==> config.mk <==
export PLATFORM = sky130hd
export DESIGN_NAME = sevenseg_scan
export DESIGN_NICKNAME = d
export VERILOG_FILES = /design/src/rtl/sevenseg_pkg.sv /design/src/rtl/sevenseg_decode.sv /design/src/rtl/sevenseg_scan.sv
export SDC_FILE = /design/constraint.sdc
export NUM_CORES = 1
export LEC_CHECK = 0
export ABC_AREA = 1
export CAP_MARGIN = 15
export CORE_MARGIN = 2
export CORE_UTILIZATION = 28
export CTS_CLUSTER_DIAMETER = 120
export DETAILED_ROUTE_END_ITERATION = 10
export SYNTH_ARGS = -nofsm -noshare
export SYNTH_HDL_FRONTEND = slang
export SYNTH_SLANG_ARGS = --single-unit
export TNS_END_PERCENT = 5
==> constraint.sdc <==
create_clock -name clk_100MHz -period 1.8 [get_ports clk_100MHz]
set_input_delay 0.36 -clock clk_100MHz [delete_from_list [all_inputs] [get_ports clk_100MHz]]
set_output_delay 0.36 -clock clk_100MHz [all_outputs]
set_load 0.03 [all_outputs]
==> src/rtl/sevenseg_pkg.sv <==
// Shared types and glyph table for the four-digit seven-segment scanner.
// All glyphs are active-low, bit order {g,f,e,d,c,b,a}.
package sevenseg_pkg;

  typedef enum logic [1:0] {
    IDLE,
    BLANK,
    DRIVE
  } scan_state_t;

  localparam logic [6:0] GLYPH_0 = 7'b1000000;
  localparam logic [6:0] GLYPH_1 = 7'b1111001;
  localparam logic [6:0] GLYPH_2 = 7'b0100100;
  localparam logic [6:0] GLYPH_3 = 7'b0110000;
  localparam logic [6:0] GLYPH_4 = 7'b0011001;
  localparam logic [6:0] GLYPH_5 = 7'b0010010;
  localparam logic [6:0] GLYPH_6 = 7'b0000010;
  localparam logic [6:0] GLYPH_7 = 7'b1111000;
  localparam logic [6:0] GLYPH_8 = 7'b0000000;
  localparam logic [6:0] GLYPH_9 = 7'b0010000;
  localparam logic [6:0] GLYPH_A = 7'b0001000;
  localparam logic [6:0] GLYPH_B = 7'b0000011;
  localparam logic [6:0] GLYPH_C = 7'b1000110;
  localparam logic [6:0] GLYPH_D = 7'b0100001;
  localparam logic [6:0] GLYPH_E = 7'b0000110;
  localparam logic [6:0] GLYPH_F = 7'b0001110;

  localparam logic [3:0] AN_OFF  = 4'b1111;
  localparam logic [6:0] SEG_OFF = 7'b1111111;

endpackage

==> src/rtl/sevenseg_decode.sv <==
// Combinational hex-to-glyph lookup, active-low cathodes {g,f,e,d,c,b,a}.
module sevenseg_decode
  import sevenseg_pkg::*;
(
  input  logic [3:0] value,
  output logic [6:0] seg
);

  always_comb begin
    seg = SEG_OFF;
    case (value)
      4'h0: seg = GLYPH_0;
      4'h1: seg = GLYPH_1;
      4'h2: seg = GLYPH_2;
      4'h3: seg = GLYPH_3;
      4'h4: seg = GLYPH_4;
      4'h5: seg = GLYPH_5;
      4'h6: seg = GLYPH_6;
      4'h7: seg = GLYPH_7;
      4'h8: seg = GLYPH_8;
      4'h9: seg = GLYPH_9;
      4'hA: seg = GLYPH_A;
      4'hB: seg = GLYPH_B;
      4'hC: seg = GLYPH_C;
      4'hD: seg = GLYPH_D;
      4'hE: seg = GLYPH_E;
      4'hF: seg = GLYPH_F;
      default: seg = SEG_OFF;
    endcase
  end

endmodule

==> src/rtl/sevenseg_scan.sv <==
// Time-multiplexed driver for a four-digit common-anode display with a blanking
// gap per slot, frame-synchronous input snapshot and leading-zero suppression.
module sevenseg_scan
  import sevenseg_pkg::*;
#(
  parameter int REFRESH_DIV  = 100_000,
  parameter int BLANK_CYCLES = 1_000
) (
  input  logic       clk_100MHz,
  input  logic       reset_n,
  input  logic       enable,
  input  logic [3:0] digit0,
  input  logic [3:0] digit1,
  input  logic [3:0] digit2,
  input  logic [3:0] digit3,
  input  logic [3:0] dp_en,
  input  logic       blank_lz,
  output logic [3:0] an,
  output logic [6:0] seg,
  output logic       dp,
  output logic       frame_tick
);

  localparam int CNT_W = $clog2(REFRESH_DIV);
  localparam logic [CNT_W-1:0] BLANK_LAST = CNT_W'(BLANK_CYCLES - 1);
  localparam logic [CNT_W-1:0] SLOT_LAST  = CNT_W'(REFRESH_DIV - 1);

  scan_state_t      state, state_next;
  logic [CNT_W-1:0] cnt, cnt_next;
  logic [1:0]       idx, idx_next;
  logic             frame_start;

  logic [3:0][3:0]  snap_digits;
  logic [3:0]       snap_dp;
  logic             snap_lz;

  logic [3:0]       lz_blank;
  logic [6:0]       glyph;
  logic [3:0]       an_next;
  logic [6:0]       seg_next;
  logic             dp_next;

  // One counter spans the whole slot: BLANK covers the first BLANK_CYCLES
  // counts, DRIVE the rest, so slot length is exactly REFRESH_DIV.
  always_comb begin
    state_next  = state;
    cnt_next    = cnt;
    idx_next    = idx;
    frame_start = 1'b0;
    if (!enable) begin
      state_next = IDLE;
      cnt_next   = '0;
      idx_next   = '0;
    end else begin
      case (state)
        IDLE: begin
          state_next  = BLANK;
          cnt_next    = '0;
          idx_next    = '0;
          frame_start = 1'b1;
        end
        BLANK: begin
          cnt_next = cnt + 1'b1;
          if (cnt == BLANK_LAST) state_next = DRIVE;
        end
        DRIVE: begin
          if (cnt == SLOT_LAST) begin
            state_next  = BLANK;
            cnt_next    = '0;
            idx_next    = idx + 1'b1;
            frame_start = (idx == 2'd3);
          end else begin
            cnt_next = cnt + 1'b1;
          end
        end
        default: begin
          state_next = IDLE;
          cnt_next   = '0;
          idx_next   = '0;
        end
      endcase
    end
  end

  always_ff @(posedge clk_100MHz or negedge reset_n) begin
    if (!reset_n) begin
      state      <= IDLE;
      cnt        <= '0;
      idx        <= '0;
      frame_tick <= 1'b0;
    end else begin
      state      <= state_next;
      cnt        <= cnt_next;
      idx        <= idx_next;
      frame_tick <= frame_start;
    end
  end

  always_ff @(posedge clk_100MHz or negedge reset_n) begin
    if (!reset_n) begin
      snap_digits <= '0;
      snap_dp     <= '0;
      snap_lz     <= 1'b0;
    end else if (frame_start) begin
      snap_digits <= {digit3, digit2, digit1, digit0};
      snap_dp     <= dp_en;
      snap_lz     <= blank_lz;
    end
  end

  // Leading-zero suppression cascades from the leftmost position down.
  always_comb begin
    lz_blank    = 4'b0000;
    lz_blank[3] = snap_lz && (snap_digits[3] == 4'h0);
    lz_blank[2] = lz_blank[3] && (snap_digits[2] == 4'h0);
    lz_blank[1] = lz_blank[2] && (snap_digits[1] == 4'h0);
  end

  sevenseg_decode u_decode (
    .value (snap_digits[idx]),
    .seg   (glyph)
  );

  always_comb begin
    an_next  = AN_OFF;
    seg_next = SEG_OFF;
    dp_next  = 1'b1;
    if (state == DRIVE && !lz_blank[idx]) begin
      an_next  = ~(4'b0001 << idx);
      seg_next = glyph;
      dp_next  = ~snap_dp[idx];
    end
  end

  always_ff @(posedge clk_100MHz or negedge reset_n) begin
    if (!reset_n) begin
      an  <= AN_OFF;
      seg <= SEG_OFF;
      dp  <= 1'b1;
    end else begin
      an  <= an_next;
      seg <= seg_next;
      dp  <= dp_next;
    end
  end

endmodule

==> results of run 1 <==
[registers in the layout, summed over array words and instances (netlist names)]
signal       count
cnt             17
snap_digits     16
seg              7
an               4
snap_dp          4
idx              2
state            2
dp               1
frame_tick       1
snap_lz          1
[how the worst max path moves through the flow]
stage,start,slack (ns),to
2_1_floorplan,idx[0]$_DFFE_PN0P_,0.17,seg[3]$_DFF_PN1_
3_5_place_dp,cnt[0]$_DFF_PN0_,0.08,snap_digits[1]$_DFFE_PN0P_
5_1_grt,idx[0]$_DFFE_PN0P_,-0.0008,seg[0]$_DFF_PN1_
3_3_place_gp,cnt[0]$_DFF_PN0_,0.11,snap_digits[8]$_DFFE_PN0P_
4_1_cts,idx[0]$_DFFE_PN0P_,0.06,seg[0]$_DFF_PN1_
6_report,frame_tick$_DFF_PN0_,0.15,frame_tick
[cells by family (layout without fill, tap and decap cells)]
logic type	after synthesis	count (layout)	synth area share
and+or+nand+nor	253	253	0.3605
DFF	55	55	0.4395
buffers and inverters	50	97	0.08023
AOI/OAI and AO/OA	19	19	0.03557
adders and majority gates	15	15	0.05929
xor gates and xnor gates	9	9	0.02490
[per-layer routing]
layer	wire length, um	track usage
met3	320	0.02410
met2	2987	0.1933
met5	0	0
met4	80	0.03661
met1	3402	0.1784
[layout make-up]
cell class	count	area share
multi-input cells	296	0.3965
clock inverters	3	0.006125
repair buffers	52	0.1257
flip-flops and latches	55	0.3585
clock buffers	5	0.03224
inverters	37	0.03578
well taps	140	0.04513
[repair_timing]
action	CTS	global route
hold buffers	1	0
resized for setup	12	5
endpoints found under the setup margin	12	23
hold endpoints to repair	9	0
[per-stage QoR]
stage               cells  total power [uW]  hold WS (ns)
CTS                   588              3027        0.4744
finish                588              2993        0.4703
global route          588              3175        0.4946
detailed placement    579              2012        0.2888
floorplan             401              1825       0.06441
global placement      579              1997        0.2778
[layout by cell type (no fill, tap or decap)]
master           count
clkinvlp_4           1
nand2_1            123
o21ai_1              1
nand2_2              4
buf_12               2
o22ai_1              2
nor2_1              41
o21ai_0             11
inv_2                4
nand3b_1             1
and2_1               1
nor3_1               2
buf_4               13
o21bai_1             1
nand2_8              2
nor2_4               2
dlygate4sd3_1        1
inv_1               33
ha_1                14
dlygate4sd2_1       12
dfrtp_1             43
or2_2                1
nand2_4              2
clkdlybuf4s50_1     23
nand4_1              5
nand3_1             55
clkbuf_16            5
o211ai_2             1
xor2_1               7
a211oi_1             1
nor2_2              12
dfstp_2             12
nand3_2              2
inv_8                1
a21oi_1              1
o211ai_1             1
clkinv_2             1
xnor2_1              2
ha_2                 1
buf_2                1
[synthesized netlist by cell type (3+ instances only)]
master   number
nand2_2       4
buf_6         5
dfstp_2      12
xor2_1        7
nor2_1       41
ha_1         15
nand3_1      55
nand2_1     124
nand4_1       5
buf_2         4
inv_1        34
inv_2         3
o21ai_0      11
nor2_2       12
dfrtp_1      43
[where the power goes]
part	internal [uW]	total (uW)	switching [uW]
logic	232	583	350
registers	1340	1410	73.1
clock network	524	998	474
==> impl_metrics.py, run 1 <==
metrics = {
    "routing": {
        "ant_nets": 0,
        "routed_wl_mm": 6.790,
        "vias": 2662,
        "drc_errors": 0,
        "vias_per_cell": 4.527,
        "wire_per_inst_um": 11.55,
        "drt-initial-drc-count": 135,
        "drt-pass1-iter-count": 4,
    },
    "placement": {
        "io_buffer_count": 36,
        "dpl.hpwl_mm": 5.173,
        "routabilityCongestion": 0.8808,
        "pre_cts_ws_ns": 0.08075,
        "placed_cell_area_sq_um": 3719,
    },
    "synth": {
        "synth_seq_area_share": 0.4395,
        "syn_inst": 401,
        "ys_ff_latch": 55,
        "async_reset_ff_frac": 1.000,
        "syn-num-nets": 440,
        "synth_top_area_frac": 0.3399,
        "ys_top_cells_by_area": "dfrtp_1, nand2_1, dfstp_2",
        "ys.flop_type": "dfrtp_1",
        "synthesis.area_sq_um": 3166,
        "synth_cell_type_count": 34,
        "synth_edf_count": 0,
        "ys_warn_count": 0,
        "syn_avg_cell_area_sq_um": 7.894,
        "yosys.area.top_type": "dfrtp_1",
    },
    "final_layout": {
        "stdcell_area_sq_um": 3881,
        "fillers": 1167,
        "multi_input_area_sq_um": 1539,
        "area_delta_synth_final_pct": 22.61,
        "diodes": 0,
        "final_nets": 486,
        "layout.area.seq_sq_um": 1391,
        "post-route-util": 0.3549,
        "drive_above_1_share": 0.1496,
    },
    "timing": {
        "finalCritPeriodShare": 0.9146,
        "setup_tns_ns": 0,
        "slew_violations": 0,
        "fin_ws_ns": 0.1537,
        "skew_ns": 0.004278,
        "fmaxAchievable_ghz": 0.6074,
        "fin_crit_ns": 1.646,
        "finalSetupViolCount": 0,
        "tightestPinTransition_ns": 0.3850,
        "hold_viol": 0,
        "slew_headroom": 0.7433,
    },
    "setup_path": {
        "max_stage_delay_ns": 0.66,
        "cp_max_fo": 1,
        "startpoint_type": "flip-flop",
        "r2r_slack_ns": 0.15,
        "worstPathArrival_ns": 1.29,
        "cp_slowest_cell": "clkdlybuf4s50_1",
        "rr_worst_depth": 8,
        "cp_num_buf_inv": 1,
        "r2r-end": "seg[3]$_DFF_PN1_",
        "worstPathRequired_ns": 1.44,
        "critical_path_class": "reg -> out",
        "path_cells": "clkdlybuf4s50_1",
        "end_kind": "output pin",
        "cp_num_cells": 1,
        "path_delay_family": "buffers and inverters",
        "timing.rr.start": "idx[0]$_DFFE_PN0P_",
    },
    "power_and_ir_drop": {
        "peakVddDrop_mv": 0.4403,
        "p_leak_uw": 0.001749,
        "cellPowerDensity_nw_per_um2": 771.3,
    },
    "outcome": {
        "outcome": "complete, no violations",
    },
    "clock_network": {
        "cts_tree": "done",
        "h-tree-depth": 2,
        "clk_latency_ns": 0.30,
        "cts_sinks": 55,
        "clockRootBuffer": "clkbuf_16",
        "numCtsBuffers": 5,
        "clk_pin_slew_ns": 0.07,
        "cts_setup_buffers": 0,
        "clk_path_buf_depth": 2,
    },
    "global_route": {
        "grt_pass1_vias": 2654,
        "grt.overflow.total": 0,
        "grt_use_total": 0.1252,
        "grt_max_degree": 25,
        "antenna_found_initial": 0,
        "grt_pass1_wl_mm": 12.10,
    },
    "floorplanning": {
        "num_rows": 38,
        "ioPinCount": 37,
        "initial_core_util": 0.2895,
        "core_area_sq_um": 10940,
        "dieArea_sq_um": 12170,
        "die_h_um": 110.3,
        "die_x_um": 110.3,
    },
    "hold_path": {
        "holdPathStages": 1,
        "hold_end": "cnt[0]$_DFF_PN0_",
        "hp-start": "cnt[0]$_DFF_PN0_",
        "min_path_type": "reg -> reg",
    },
    "job": {
        "cap_violations": 0,
    },
}
No activity file was read; power rests on OpenSTA's default activity.
==> run 2, diff against run 1 <==
--- a/config.mk
+++ b/config.mk
@@ -11,6 +11,7 @@
 export CORE_UTILIZATION = 28
 export CTS_CLUSTER_DIAMETER = 120
 export DETAILED_ROUTE_END_ITERATION = 10
+export SLEW_MARGIN = 10
 export SYNTH_ARGS = -nofsm -noshare
 export SYNTH_HDL_FRONTEND = slang
 export SYNTH_SLANG_ARGS = --single-unit
==> constraint.sdc (replaced) <==
create_clock -name clk_100MHz -period 1.9 [get_ports clk_100MHz]
set_input_delay 0.38 -clock clk_100MHz [delete_from_list [all_inputs] [get_ports clk_100MHz]]
set_output_delay 0.38 -clock clk_100MHz [all_outputs]
set_load 0.03 [all_outputs]
==> run 2 against run 1 <==
Compared with the run above:
- final area shrank 1.3%
- die area is the same
- sequential share of layout area grew 0.53 points
- final cell count shrank 1.2%
- via count shrank 3.3%
- clock skew grew 0.0058 ns
- combinational power shrank 6.9%
- sequential power shrank 5%
==> impl_metrics.py, run 2 (synthesized netlist as in run 1, its figures left out) <==
metrics = {
    "setup_path": {
        "cp_slowest_cell": "clkdlybuf4s50_1",
        "timing.rr.start": "idx[0]$_DFFE_PN0P_",
        "r2r_slack_ns": 0.19,
        "cp_num_buf_inv": 1,
        "end_kind": "output pin",
        "worstPathRequired_ns": 1.52,
        "max_stage_delay_ns": 0.66,
        "startpoint_type": "flip-flop",
        "path_delay_family": "buffers and inverters",
        "path_cells": "clkdlybuf4s50_1",
        "r2r-end": "seg[3]$_DFF_PN1_",
        "rr_worst_depth": 10,
        "worstPathArrival_ns": 1.48,
        "critical_path_class": "reg -> out",
        "cp_max_fo": 1,
    },
    "power_and_ir_drop": {
        "power_uw": 2800,
        "p_leak_uw": 0.001742,
        "cellPowerDensity_nw_per_um2": 730.8,
        "peakVddDrop_mv": 0.3992,
    },
    "job": {
        "cap_violations": 0,
    },
    "global_route": {
        "grt_pass1_vias": 2407,
        "grt_pass1_wl_mm": 11.34,
        "grt_max_degree": 27,
        "grt_use_total": 0.1180,
        "grt.overflow.total": 0,
        "antenna_found_initial": 0,
    },
    "routing": {
        "drc_errors": 0,
        "vias": 2574,
        "drt-met1-wl_mm": 3.458,
        "wl_met3_um": 248,
        "wire_per_inst_um": 11.40,
        "vias_per_cell": 4.430,
        "ant_nets": 0,
        "met2_length_mm": 2.835,
        "drt-pass1-iter-count": 4,
        "drt-initial-drc-count": 161,
        "highest-signal-layer": "met4",
        "routed_wl_mm": 6.623,
    },
    "floorplanning": {
        "die_x_um": 110.3,
        "die_h_um": 110.3,
        "initial_core_util": 0.2895,
        "num_rows": 38,
        "ioPinCount": 37,
        "core_area_sq_um": 10940,
        "dieArea_sq_um": 12170,
    },
    "placement": {
        "pre_cts_ws_ns": 0.1042,
        "routabilityCongestion": 0.8263,
        "dpl.hpwl_mm": 5.065,
        "io_buffer_count": 36,
    },
    "final_layout": {
        "final_common_cell": "nand2_1",
        "area_delta_synth_final_pct": 21.03,
        "post-route-util": 0.3503,
        "fillers": 1174,
        "mostFrequentLayoutCells": "nand2_1, nand3_1, nor2_1, dfrtp_1, clkdlybuf4s50_1",
        "layout.area.seq_sq_um": 1394,
        "regMostFlops": "cnt",
        "multi_input_area_sq_um": 1528,
        "largest_reg_flops": 17,
        "top_regs": "cnt: 17 flops, snap_digits: 16 flops, seg: 7 flops",
        "diodes": 0,
        "final_nets": 479,
        "drive_above_1_share": 0.1383,
    },
    "clock_network": {
        "cts_resized": 0,
        "clk_path_buf_depth": 2,
        "clk_latency_ns": 0.30,
        "cts_tree": "done",
        "clk_pin_slew_ns": 0.07,
        "cts_sinks": 55,
        "holdBufCountCts": 0,
        "clockRootBuffer": "clkbuf_16",
        "numCtsBuffers": 5,
        "cts_setup_buffers": 0,
        "h-tree-depth": 2,
    },
    "timing": {
        "finalSetupViolCount": 0,
        "hold_ws_ns": 0.02746,
        "finalCritPeriodShare": 0.9788,
        "rsz0062_at_grt": "no",
        "fmaxAchievable_ghz": 0.5377,
        "fin_ws_ns": 0.04022,
        "fin_crit_ns": 1.860,
        "skew_ns": 0.01005,
        "hold_viol": 0,
        "tightestPinTransition_ns": 0.4479,
        "slew_headroom": 0.7014,
        "slew_violations": 0,
        "setup_tns_ns": 0,
    },
    "hold_path": {
        "min_path_type": "in -> async",
    },
    "outcome": {
        "outcome": "complete, no violations",
    },
}
==> run 2: cell types whose count changed in the layout (fill, tap and decap cells not counted), sizes merged <==
cell / change
buf: -6
clkdlybuf4s50: +12
clkinv: +1
dlygate4sd2: -12
clkinvlp: -1
dlygate4sd3: -1
==> run 2: metal layers <==
metal | vias up | track usage
met5 | - | 0
met4 | 0 | 0.03214
met3 | 6 | 0.02410
met2 | 50 | 0.1731
met1 | 1177 | 0.1756
li1 | 1341 | -
==> run 2: layout make-up <==
| type | count | share of cell area |
|---|---|---|
| clock buffers | 5 | 0.03266 |
| inverters | 37 | 0.03625 |
| clock inverters | 3 | 0.005879 |
| multi-input cells | 296 | 0.3988 |
| well taps | 140 | 0.04572 |
| repair buffers | 45 | 0.1169 |
| flip-flops and latches | 55 | 0.3638 |
==> run 2: where the power goes <==
| group | total (uW) | internal (uW) | leakage [uW] | switching [uW] |
|---|---|---|---|---|
| logic | 543 | 210 | 0.000983 | 334 |
| registers | 1340 | 1270 | 0.000685 | 74.0 |
| clock network | 912 | 494 | 0.0000742 | 419 |
==> run 2: stage by stage <==
| stage | cell area [sq um] | std cells |
|---|---|---|
| floorplan | 3166 | 401 |
| global placement | 3674 | 573 |
| CTS | 3821 | 581 |
| detailed placement | 3674 | 573 |
| finish | 3831 | 581 |
| global route | 3831 | 581 |
==> run 2: how the worst max path moves through the flow <==
stage / startpoint / end / slack, ns / cells after the start
final: an[2]$_DFF_PN1_ / an[2] / 0.04 / 1
after floorplan: idx[0]$_DFFE_PN0P_ / seg[3]$_DFF_PN1_ / 0.27 / 10
after global routing: seg[0]$_DFF_PN1_ / seg[0] / 0.003 / 1
after CTS: an[2]$_DFF_PN1_ / an[2] / 0.02 / 1
after detailed placement: idx[0]$_DFFE_PN0P_ / seg[6]$_DFF_PN1_ / 0.10 / 10
after global placement: idx[0]$_DFFE_PN0P_ / snap_dp[3]$_DFFE_PN0P_ / 0.17 / 8
